File: config.mk
export PLATFORM = sky130hd
export DESIGN_NAME = shift_seq_ctrl
export DESIGN_NICKNAME = d
export VERILOG_FILES = /design/src/rtl/shift_seq_pkg.sv /design/src/rtl/shift_step.sv /design/src/rtl/shift_seq_ctrl.sv
export SDC_FILE = /design/constraint.sdc
export NUM_CORES = 1
export LEC_CHECK = 0
export ABC_AREA = 1
export BUFFER_PORTS_ARGS = -buffer_cell sky130_fd_sc_hd__buf_4
export CORE_ASPECT_RATIO = 1.2
export CORE_UTILIZATION = 52
export CTS_CLUSTER_DIAMETER = 150
export DETAILED_ROUTE_END_ITERATION = 7
export GPL_ROUTABILITY_DRIVEN = 1
export PLACE_DENSITY_LB_ADDON = 0.1
export SETUP_SLACK_MARGIN = 0.05
export SLEW_MARGIN = 20
export SYNTH_ARGS = -nofsm -noshare
export SYNTH_HDL_FRONTEND = slang
export SYNTH_SLANG_ARGS = --single-unit
File: constraint.sdc
create_clock -name clk -period 1.4 [get_ports clk]
set_input_delay 0.07 -clock clk [delete_from_list [all_inputs] [get_ports clk]]
set_output_delay 0.07 -clock clk [all_outputs]
set_load 0.02 [all_outputs]
File: src/rtl/shift_seq_pkg.sv
// ---------------------------------------------------------------------------
// shift_seq_pkg
// Shared definitions for the shift-sequence controller:
//   DATA_W  - operand width (32)
//   state_t - controller FSM states (IDLE, SHIFT, DONE)
//   shift_t - shift-type codes as encoded in instruction bits [6:5]
// Macro SHIFT_SEQ_RRX_EN (used by shift_seq_ctrl) selects RRX support.
// ---------------------------------------------------------------------------
package shift_seq_pkg;

  localparam int DATA_W = 32;

  typedef enum logic [1:0] {
    ST_IDLE  = 2'b00,
    ST_SHIFT = 2'b01,
    ST_DONE  = 2'b10
  } state_t;

  typedef enum logic [1:0] {
    SH_LSL = 2'b00,
    SH_LSR = 2'b01,
    SH_ASR = 2'b10,
    SH_ROR = 2'b11
  } shift_t;

endpackage

File: src/rtl/shift_step.sv
// ---------------------------------------------------------------------------
// shift_step
// Combinational single-bit shifter step.
// Ports:
//   work_in    [DATA_W-1:0]  current work value
//   shift_type shift_t       LSL / LSR / ASR / ROR
//   rrx        1             with ROR: rotate carry_in into bit31 (RRX)
//   carry_in   1             current carry (used by RRX)
//   work_out   [DATA_W-1:0]  value after one step
//   carry_out  1             bit shifted out by this step
// ---------------------------------------------------------------------------
module shift_step
  import shift_seq_pkg::*;
(
  input  logic [DATA_W-1:0] work_in,
  input  shift_t            shift_type,
  input  logic              rrx,
  input  logic              carry_in,
  output logic [DATA_W-1:0] work_out,
  output logic              carry_out
);

  // One-bit shift/rotate selected by shift_type.
  always_comb begin
    work_out  = work_in;
    carry_out = carry_in;
    case (shift_type)
      SH_LSL: begin
        work_out  = {work_in[DATA_W-2:0], 1'b0};
        carry_out = work_in[DATA_W-1];
      end
      SH_LSR: begin
        work_out  = {1'b0, work_in[DATA_W-1:1]};
        carry_out = work_in[0];
      end
      SH_ASR: begin
        work_out  = {work_in[DATA_W-1], work_in[DATA_W-1:1]};
        carry_out = work_in[0];
      end
      SH_ROR: begin
        if (rrx) begin
          work_out = {carry_in, work_in[DATA_W-1:1]};
        end else begin
          work_out = {work_in[0], work_in[DATA_W-1:1]};
        end
        carry_out = work_in[0];
      end
      default: begin
        work_out  = work_in;
        carry_out = carry_in;
      end
    endcase
  end

endmodule

File: src/rtl/shift_seq_ctrl.sv
// ---------------------------------------------------------------------------
// shift_seq_ctrl
// Multi-cycle second-operand generator: decodes the operand field on an
// accepted start, then performs one 1-bit shift step per cycle.
// Configuration macro: SHIFT_SEQ_RRX_EN (ROR #0 becomes a one-step RRX;
// when undefined ROR #0 is a pass-through).
// Ports:
//   clk, rst (sync, active-high)
//   start, val_rm[31:0], shift_operand[11:0], imm, mem_sel, carry_in
//   busy      - state != IDLE (pipeline freeze)
//   done      - one-cycle pulse, result/carry_out valid
//   result    - operand, held until the next accepted start
//   carry_out - shifter carry-out, held with result
// ---------------------------------------------------------------------------
module shift_seq_ctrl
  import shift_seq_pkg::*;
#(
  parameter int CNT_W = 6
) (
  input  logic              clk,
  input  logic              rst,
  input  logic              start,
  input  logic [DATA_W-1:0] val_rm,
  input  logic [11:0]       shift_operand,
  input  logic              imm,
  input  logic              mem_sel,
  input  logic              carry_in,
  output logic              busy,
  output logic              done,
  output logic [DATA_W-1:0] result,
  output logic              carry_out
);

  state_t             state, state_next;
  logic [DATA_W-1:0]  work;
  logic [CNT_W-1:0]   cnt;
  shift_t             op_type;
  logic               op_rrx;
  logic               carry;

  logic               load;
  logic [DATA_W-1:0]  load_work;
  logic [CNT_W-1:0]   load_n;
  shift_t             load_type;
  logic               load_rrx;
  logic [4:0]         shift_imm;

  logic [DATA_W-1:0]  step_work;
  logic               step_carry;

  shift_step u_step (
    .work_in    (work),
    .shift_type (op_type),
    .rrx        (op_rrx),
    .carry_in   (carry),
    .work_out   (step_work),
    .carry_out  (step_carry)
  );

  // Operand decode: initial work value, step type and step count.
  always_comb begin
    load_work = val_rm;
    load_type = SH_LSL;
    load_n    = '0;
    load_rrx  = 1'b0;
    shift_imm = shift_operand[11:7];
    if (mem_sel) begin
      load_work = {{(DATA_W-12){shift_operand[11]}}, shift_operand};
    end else if (imm) begin
      load_work = {{(DATA_W-8){1'b0}}, shift_operand[7:0]};
      load_type = SH_ROR;
      load_n    = CNT_W'({shift_operand[11:8], 1'b0});
    end else if (shift_operand[4]) begin
      // Register-specified shift is unsupported: pass Rm through unchanged.
      load_work = val_rm;
    end else begin
      load_type = shift_t'(shift_operand[6:5]);
      case (shift_t'(shift_operand[6:5]))
        SH_LSL: load_n = CNT_W'(shift_imm);
        SH_LSR, SH_ASR: begin
          // shift_imm of 0 encodes a 32-bit shift for LSR/ASR.
          if (shift_imm == 5'd0) begin
            load_n = CNT_W'(32'd32);
          end else begin
            load_n = CNT_W'(shift_imm);
          end
        end
        SH_ROR: begin
          if (shift_imm == 5'd0) begin
`ifdef SHIFT_SEQ_RRX_EN
            load_n   = CNT_W'(1'b1);
            load_rrx = 1'b1;
`else
            load_n   = '0;
            load_rrx = 1'b0;
`endif
          end else begin
            load_n = CNT_W'(shift_imm);
          end
        end
        default: load_n = '0;
      endcase
    end
  end

  // Next-state logic; start is only honoured in IDLE.
  always_comb begin
    state_next = state;
    load       = 1'b0;
    case (state)
      ST_IDLE: begin
        if (start) begin
          load = 1'b1;
          if (load_n == '0) begin
            state_next = ST_DONE;
          end else begin
            state_next = ST_SHIFT;
          end
        end else begin
          state_next = ST_IDLE;
        end
      end
      ST_SHIFT: begin
        if (cnt == CNT_W'(1'b1)) begin
          state_next = ST_DONE;
        end else begin
          state_next = ST_SHIFT;
        end
      end
      ST_DONE:  state_next = ST_IDLE;
      default:  state_next = ST_IDLE;
    endcase
  end

  // State, status flags, work register and step counter.
  always_ff @(posedge clk) begin
    if (rst) begin
      state   <= ST_IDLE;
      busy    <= 1'b0;
      done    <= 1'b0;
      work    <= '0;
      carry   <= 1'b0;
      cnt     <= '0;
      op_type <= SH_LSL;
      op_rrx  <= 1'b0;
    end else begin
      state <= state_next;
      busy  <= (state_next != ST_IDLE);
      done  <= (state_next == ST_DONE);
      if (load) begin
        work    <= load_work;
        carry   <= carry_in;
        cnt     <= load_n;
        op_type <= load_type;
        op_rrx  <= load_rrx;
      end else if (state == ST_SHIFT) begin
        work  <= step_work;
        carry <= step_carry;
        cnt   <= cnt - CNT_W'(1'b1);
      end
    end
  end

  assign result    = work;
  assign carry_out = carry;

endmodule

# Yosys cells after proc, flatten, opt, wreduce, memory -nomap -nowiden
# Index checks and enable logic that the tools add are counted.
[totals] register_bits=45 in_bits=50 out_inout_bits=35 word_cells=54
[classes] addsub=1 n_eq_ne=10 mux=25 n_reduce_logical=10
[op_table] operator="2-to-1 mux 32 bit" count=4
[op_table] operator="case mux 32 bit (4 select lines)" count=1
[op_table] operator="2-to-1 mux 6 bit" count=6
[op_table] operator="case mux 6 bit (3 select lines)" count=1
[op_table] operator="2-to-1 mux 2 bit" count=6
[op_table] operator="== test 2 bit, second input constant" count=5
[op_table] operator="== test 2 x 1 -> 1 bit, second input constant" count=3
[op_table] operator="== test 6 x 1 -> 1 bit, second input constant" count=1
[op_table] operator="logical NOT 2 bit" count=3
[op_table] operator="logical NOT 6 bit" count=1
[op_table] operator="subtractor 6 x 1 -> 6 bit, second input constant" count=1
[op_table] operator="logical NOT 5 bit" count=1
[op_table] operator="2-to-1 mux 5 bit" count=1
[op_table] operator="2-to-1 mux 1 bit" count=4
[op_table] operator="case mux 2 bit (2 select lines)" count=1
[op_table] operator="nonzero test 2 bit" count=2
[op_table] operator="OR reduction 3 bit" count=1
[op_table] operator="inequality test 2 bit, second input constant" count=1
[op_table] operator="case mux 1 bit (2 select lines)" count=1
[op_table] operator="AND reduction 2 bit" count=1
[op_table] operator="OR reduction 2 bit" count=1

# Logic depth before layout (Yosys ltp)
[depth] word_depth=11 ltp_mapped=10 ltp_nobuf=10

# Modules after synthesis
# From an unflattened synthesis, not the netlist that was laid out.
[hier_totals] hier_cells=449 hier_area_um2=2836.5
[by_module_without_submodules] module="shift_seq_ctrl" n_inst=1 cells_each=352 area_per_inst_um2=2341.0 seq_area_each_um2=900.9
[by_module_without_submodules] module="shift_step" n_inst=1 cells_each=97 area_per_inst_um2=495.5 seq_area_each_um2=0.0

# Worst setup path before layout
# Ideal clock, no wire load.
[synth_timing] path_type="register to register" from="register op_type[0]" to="register work[20], in the netlist result[20]" arrival_ps=1136 t_required_ps=1285 path_slack_ps=149 path_stages_with_launch=8 period_less_slack_ps=1251 cell_sequence="dfxtp_1 > nor2_4 > inv_2 > buf_2 > a21oi_1 > o21ai_1 > o211ai_1 > inv_2"
[synth_via] elab_chain_len=4 word_cells_on_any_way=7
[synth_lines] element="from (decl)" line_no="shift_seq_ctrl.sv:37" source="shift_t op_type;"
[synth_lines] element="from (signal assigned)" line_no="shift_seq_ctrl.sv:154" source="op_type <= load_type;"
[synth_lines] element="== test 2 bit (tied with other cells)" line_no="shift_step.sv:27" source="case (shift_type)"
[synth_lines] element="case mux 32 bit (4 select lines) (*)" line_no="shift_step.sv:27"
[synth_lines] element="2-to-1 mux 32 bit (*)" line_no="shift_seq_ctrl.sv:156" source="end else if (state == ST_SHIFT) begin"
[synth_lines] element="2-to-1 mux 32 bit (*)" line_no="shift_seq_ctrl.sv:150" source="if (load) begin"
[synth_lines] element="to (signal assigned)" line_no="shift_seq_ctrl.sv:151" source="work <= load_work;"
[synth_lines] element="to (signal assigned)" line_no="shift_seq_ctrl.sv:157" source="work <= step_work;"
[synth_lines] element="to (decl)" line_no="shift_seq_ctrl.sv:35" source="logic [DATA_W-1:0] work;"
# Every way passes the cells marked *; elsewhere a longest branch is shown, timed or not. The select of a mux whose other input is x is not followed.
# A chain may end at the register's enable or synchronous reset.

# Final worst setup path
[layout_timing] from="register state[1]" to="register work[20], in the netlist result[20]"
[layout_via] elab_chain_len=3 word_cells_on_any_way=5
[layout_lines] element="from (decl)" line_no="shift_seq_ctrl.sv:34" source="state_t state, state_next;"
[layout_lines] element="from (signal assigned)" line_no="shift_seq_ctrl.sv:147" source="state <= state_next;"
[layout_lines] element="logical NOT 2 bit" line_no="shift_seq_ctrl.sv:110" source="case (state)"
[layout_lines] element="2-to-1 mux 1 bit" line_no="shift_seq_ctrl.sv:110"
[layout_lines] element="2-to-1 mux 32 bit / nonzero test 2 bit (equally long branches)"
# Several ways; a longest one is shown, not always the timed one.

==> results.md <==
- Outcome: complete, no violations
- Initial antenna violation count: 0
- Final Setup Violations: 0
- Io pins: 85
- Fin Hold WS: approximately 0.07 ns
- TritonCTS buffer count: 5
- Max Cap Viol: 0
- # fillers: ~460
- Die area: 5733 sq um
- Slew headroom: roughly two thirds
- Mapped Area: ~2800 sq um
- Final Core Density: roughly three quarters
- Die height: between 80 and 90 um
- H-tree levels: 2
- Cell Pwr Density: 1095 nW/um^2
- Data arrival time of the worst path: 1.53 ns
- Vias in the first global route: ~2900
- Clk_skew: 0.004814 ns
- Crit-path leading delay family: flip-flops
- FMAX: 751.4 MHz
- YS warnings: 0
- DRC viols: 0
- Via count: about 3300
- Post-Syn Instances: roughly 440
- Core ar.: 5261 sq um
- Global-route wire length before repair: approximately 13000 um
- CP cell instances: inv_2 > nand2_4 > nor2_4 > nand2_2 > buf_12 > a21oi_1 > o21ai_1 > o211ai_1 > inv_2
- # clock sinks: 45
- Final net count: about 580
- Leak pwr: between 0.0015 and 0.002 uW
- Hold path depth: 5
- Path type of the worst min-delay path: in2reg
- Vias per cell: between 5 and 6
- FF-to-FF setup slack: about 0.069 ns
- Final min period: between 1 and 1.5 ns
- Worst path bufs/invs: 3
- FP Rows: 29
- Diodes inserted: 0
- Area of the multi-input gates: between 1500 and 2000 sq um
- Routed wire length: 8365 um
- All-Layer GR Usage: 27.92%
- Reg2Reg Launch Point: state[1]$_SDFF_PP0_
- Worst-Margin Slew: roughly 0.49 ns
- Mapped Nets: 498
- Commonest cells after routing, fill and taps aside: buf_4, nand2_1, inv_1
- Synth Area per Inst: about 6.4 sq um
- DR iter-0 viols: ~230
- Fin cells: roughly 590
- R2R cell count: 9
- Leading cell type in the layout, fill and taps excluded: buf_4
- Critical-path top delay cell: dfxtp_2
- Initial Utilization: 53.70%
- Worst Path Required: roughly 1.6 ns
- Crit share post-route: a little over nine tenths
- Reg-to-reg critical path endpoint: result[20]$_SDFFE_PP0P_
- Die Span X: 69.29 um
- GRT overflow: 0
- Clock slew at reported path FFs: 0.08 ns
- Endpoints failing hold: 0
- Flip-flop and latch area: 908.4 sq um
- Placed Cells: about 580
- Port Buf Inserts: 84
- TritonCTS clock tree: yes
- Critical path class: reg2reg
- Hold Startpoint: carry_in
- Crit Path Max Fanout: 21
- Clk_lat worst skew: 0.30 ns
- Clk buf depth: 2
- Register area share after synthesis: a little under a third
- CP Capture Type: register
- Synth Register Bits: 45
- Share of layout cells above drive strength 1: 29.71%
- Distinct cells, synth: 23
- DR WL/cell: ~14 um
- CP most frequent cell: inv_2
- Remaining antenna violation count after routing: 0
- Pre-antenna DRT Iters: 5
- Root buffer cell: clkbuf_8
- Largest stage delay on the critical path: approximately 0.34 ns
- Largest net degree at the start of global routing: 35
- HPWL Detailed: 5683 um
- Final Wtd Congestion: 0.9121
- P&R area growth vs syn: 36.80%
- Peak VDD IR: 591.4 uV
- CP Launch Type: register
- Count of pins over their slew limit: 0
- Hold Path End: carry_out$_SDFFE_PP0P_
- Fin Setup TNS: 0 ns
- RSZ-0062 raised after global routing: true
==> worst register-to-register path, cell delays in order, from the launching register on <==
cell and delay [ns]:
dfxtp_2 0.34, inv_2 0.09, nand2_4 0.07, nor2_4 0.12, nand2_2 0.08, buf_12 0.17, a21oi_1 0.14, o21ai_1 0.07
o211ai_1 0.11, inv_2 0.04
==> area by class of cell <==
type | count | share of cell area (%)
Clock buffer | 7 | 2.234
Timing Repair Buffer | 103 | 22.86
Tap cell | 62 | 2.007
Inverter | 67 | 6.572
Multi-Input combinational cell | 303 | 42.83
Sequential cell | 45 | 23.50
==> synth_stat cells (all sizes together) <==
library cell	number	area share [%]
a21oi	64	11
a22oi	2	0.53
a31oi	3	0.66
buf	22	4.3
clkbuf	7	0.93
dfxtp	45	32
ha	4	1.8
inv	67	8.9
nand2	68	9.4
nand3	17	3.0
nand4	1	0.22
nor2	36	5.7
nor3	7	1.2
o211ai	22	5.8
o21ai	78	14
o31ai	1	0.44
==> flip-flops by register name (all words and copies together) (netlist names) <==
name,flops
op_type,2
cnt,6
busy,1
done,1
carry_out,1
state,2
result,32
==> through the flow <==
| stage | power [uW] | cell area [sq um] | setup slack (ns) |
|---|---|---|---|
| 2_1_floorplan | 2662 | 2825 | 0.1495 |
| 3_3_place_gp | 3237 | 3562 | 0.08732 |
| 3_5_place_dp | 3268 | 3562 | 0.04526 |
| 4_1_cts | 4091 | 3662 | 0.04367 |
| 5_1_grt | 4493 | 3865 | -0.01557 |
| 6_report | 4233 | 3865 | 0.06917 |
==> where the power goes <==
part	switching [uW]	total [uW]	internal [uW]	leakage [uW]
Combinational	1020	1780	763	0.00146
Sequential	171	1620	1450	0.000375
Clock	440	832	393	0.0000443
Total	1630	4230	2610	0.00188
==> worst max-delay path by stage <==
stage                                 start                 endpoint  slack [ns]  cells past startpoint
floorplan           op_type[0]$_SDFFE_PP0P_  result[20]$_SDFFE_PP0P_        0.15                      7
global placement        state[1]$_SDFF_PP0_  result[11]$_SDFFE_PP0P_        0.09                      9
detailed placement      state[1]$_SDFF_PP0_  result[11]$_SDFFE_PP0P_        0.05                      9
CTS                     state[0]$_SDFF_PP0_   result[9]$_SDFFE_PP0P_        0.04                      8
global route            state[1]$_SDFF_PP0_   result[5]$_SDFFE_PP0P_       -0.02                      9
finish                  state[1]$_SDFF_PP0_  result[20]$_SDFFE_PP0P_        0.07                      9
==> routing by layer <==
metal / global-route usage [%] / vias up / routed length (um)
li1: - / 1639 / -
met1: 32.59 / 1526 / 3631
met2: 52.52 / 132 / 4138
met3: 3.883 / 15 / 469
met4: 10.00 / 0 / 126
met5: 0 / - / 0
==> timing repair <==
item                       CTS  global route
hold buffers                 0             0
gates cloned                 0             1
resized for setup            4            42
setup endpoints to repair    3            36
setup buffers                0             1
pin swaps                    0             7
==> cells by family (layout without fill, tap and decap cells) <==
logic type      Yosys count  after routing  synth area share [%]
simple gates            129            129                 19.53
compound gates          170            170                 32.64
fa+ha+maj                 4              4                 1.772
flops                    45             45                 31.89
buf+inv                  96            177                 14.17
No activity file was read; power rests on OpenSTA's default activity.
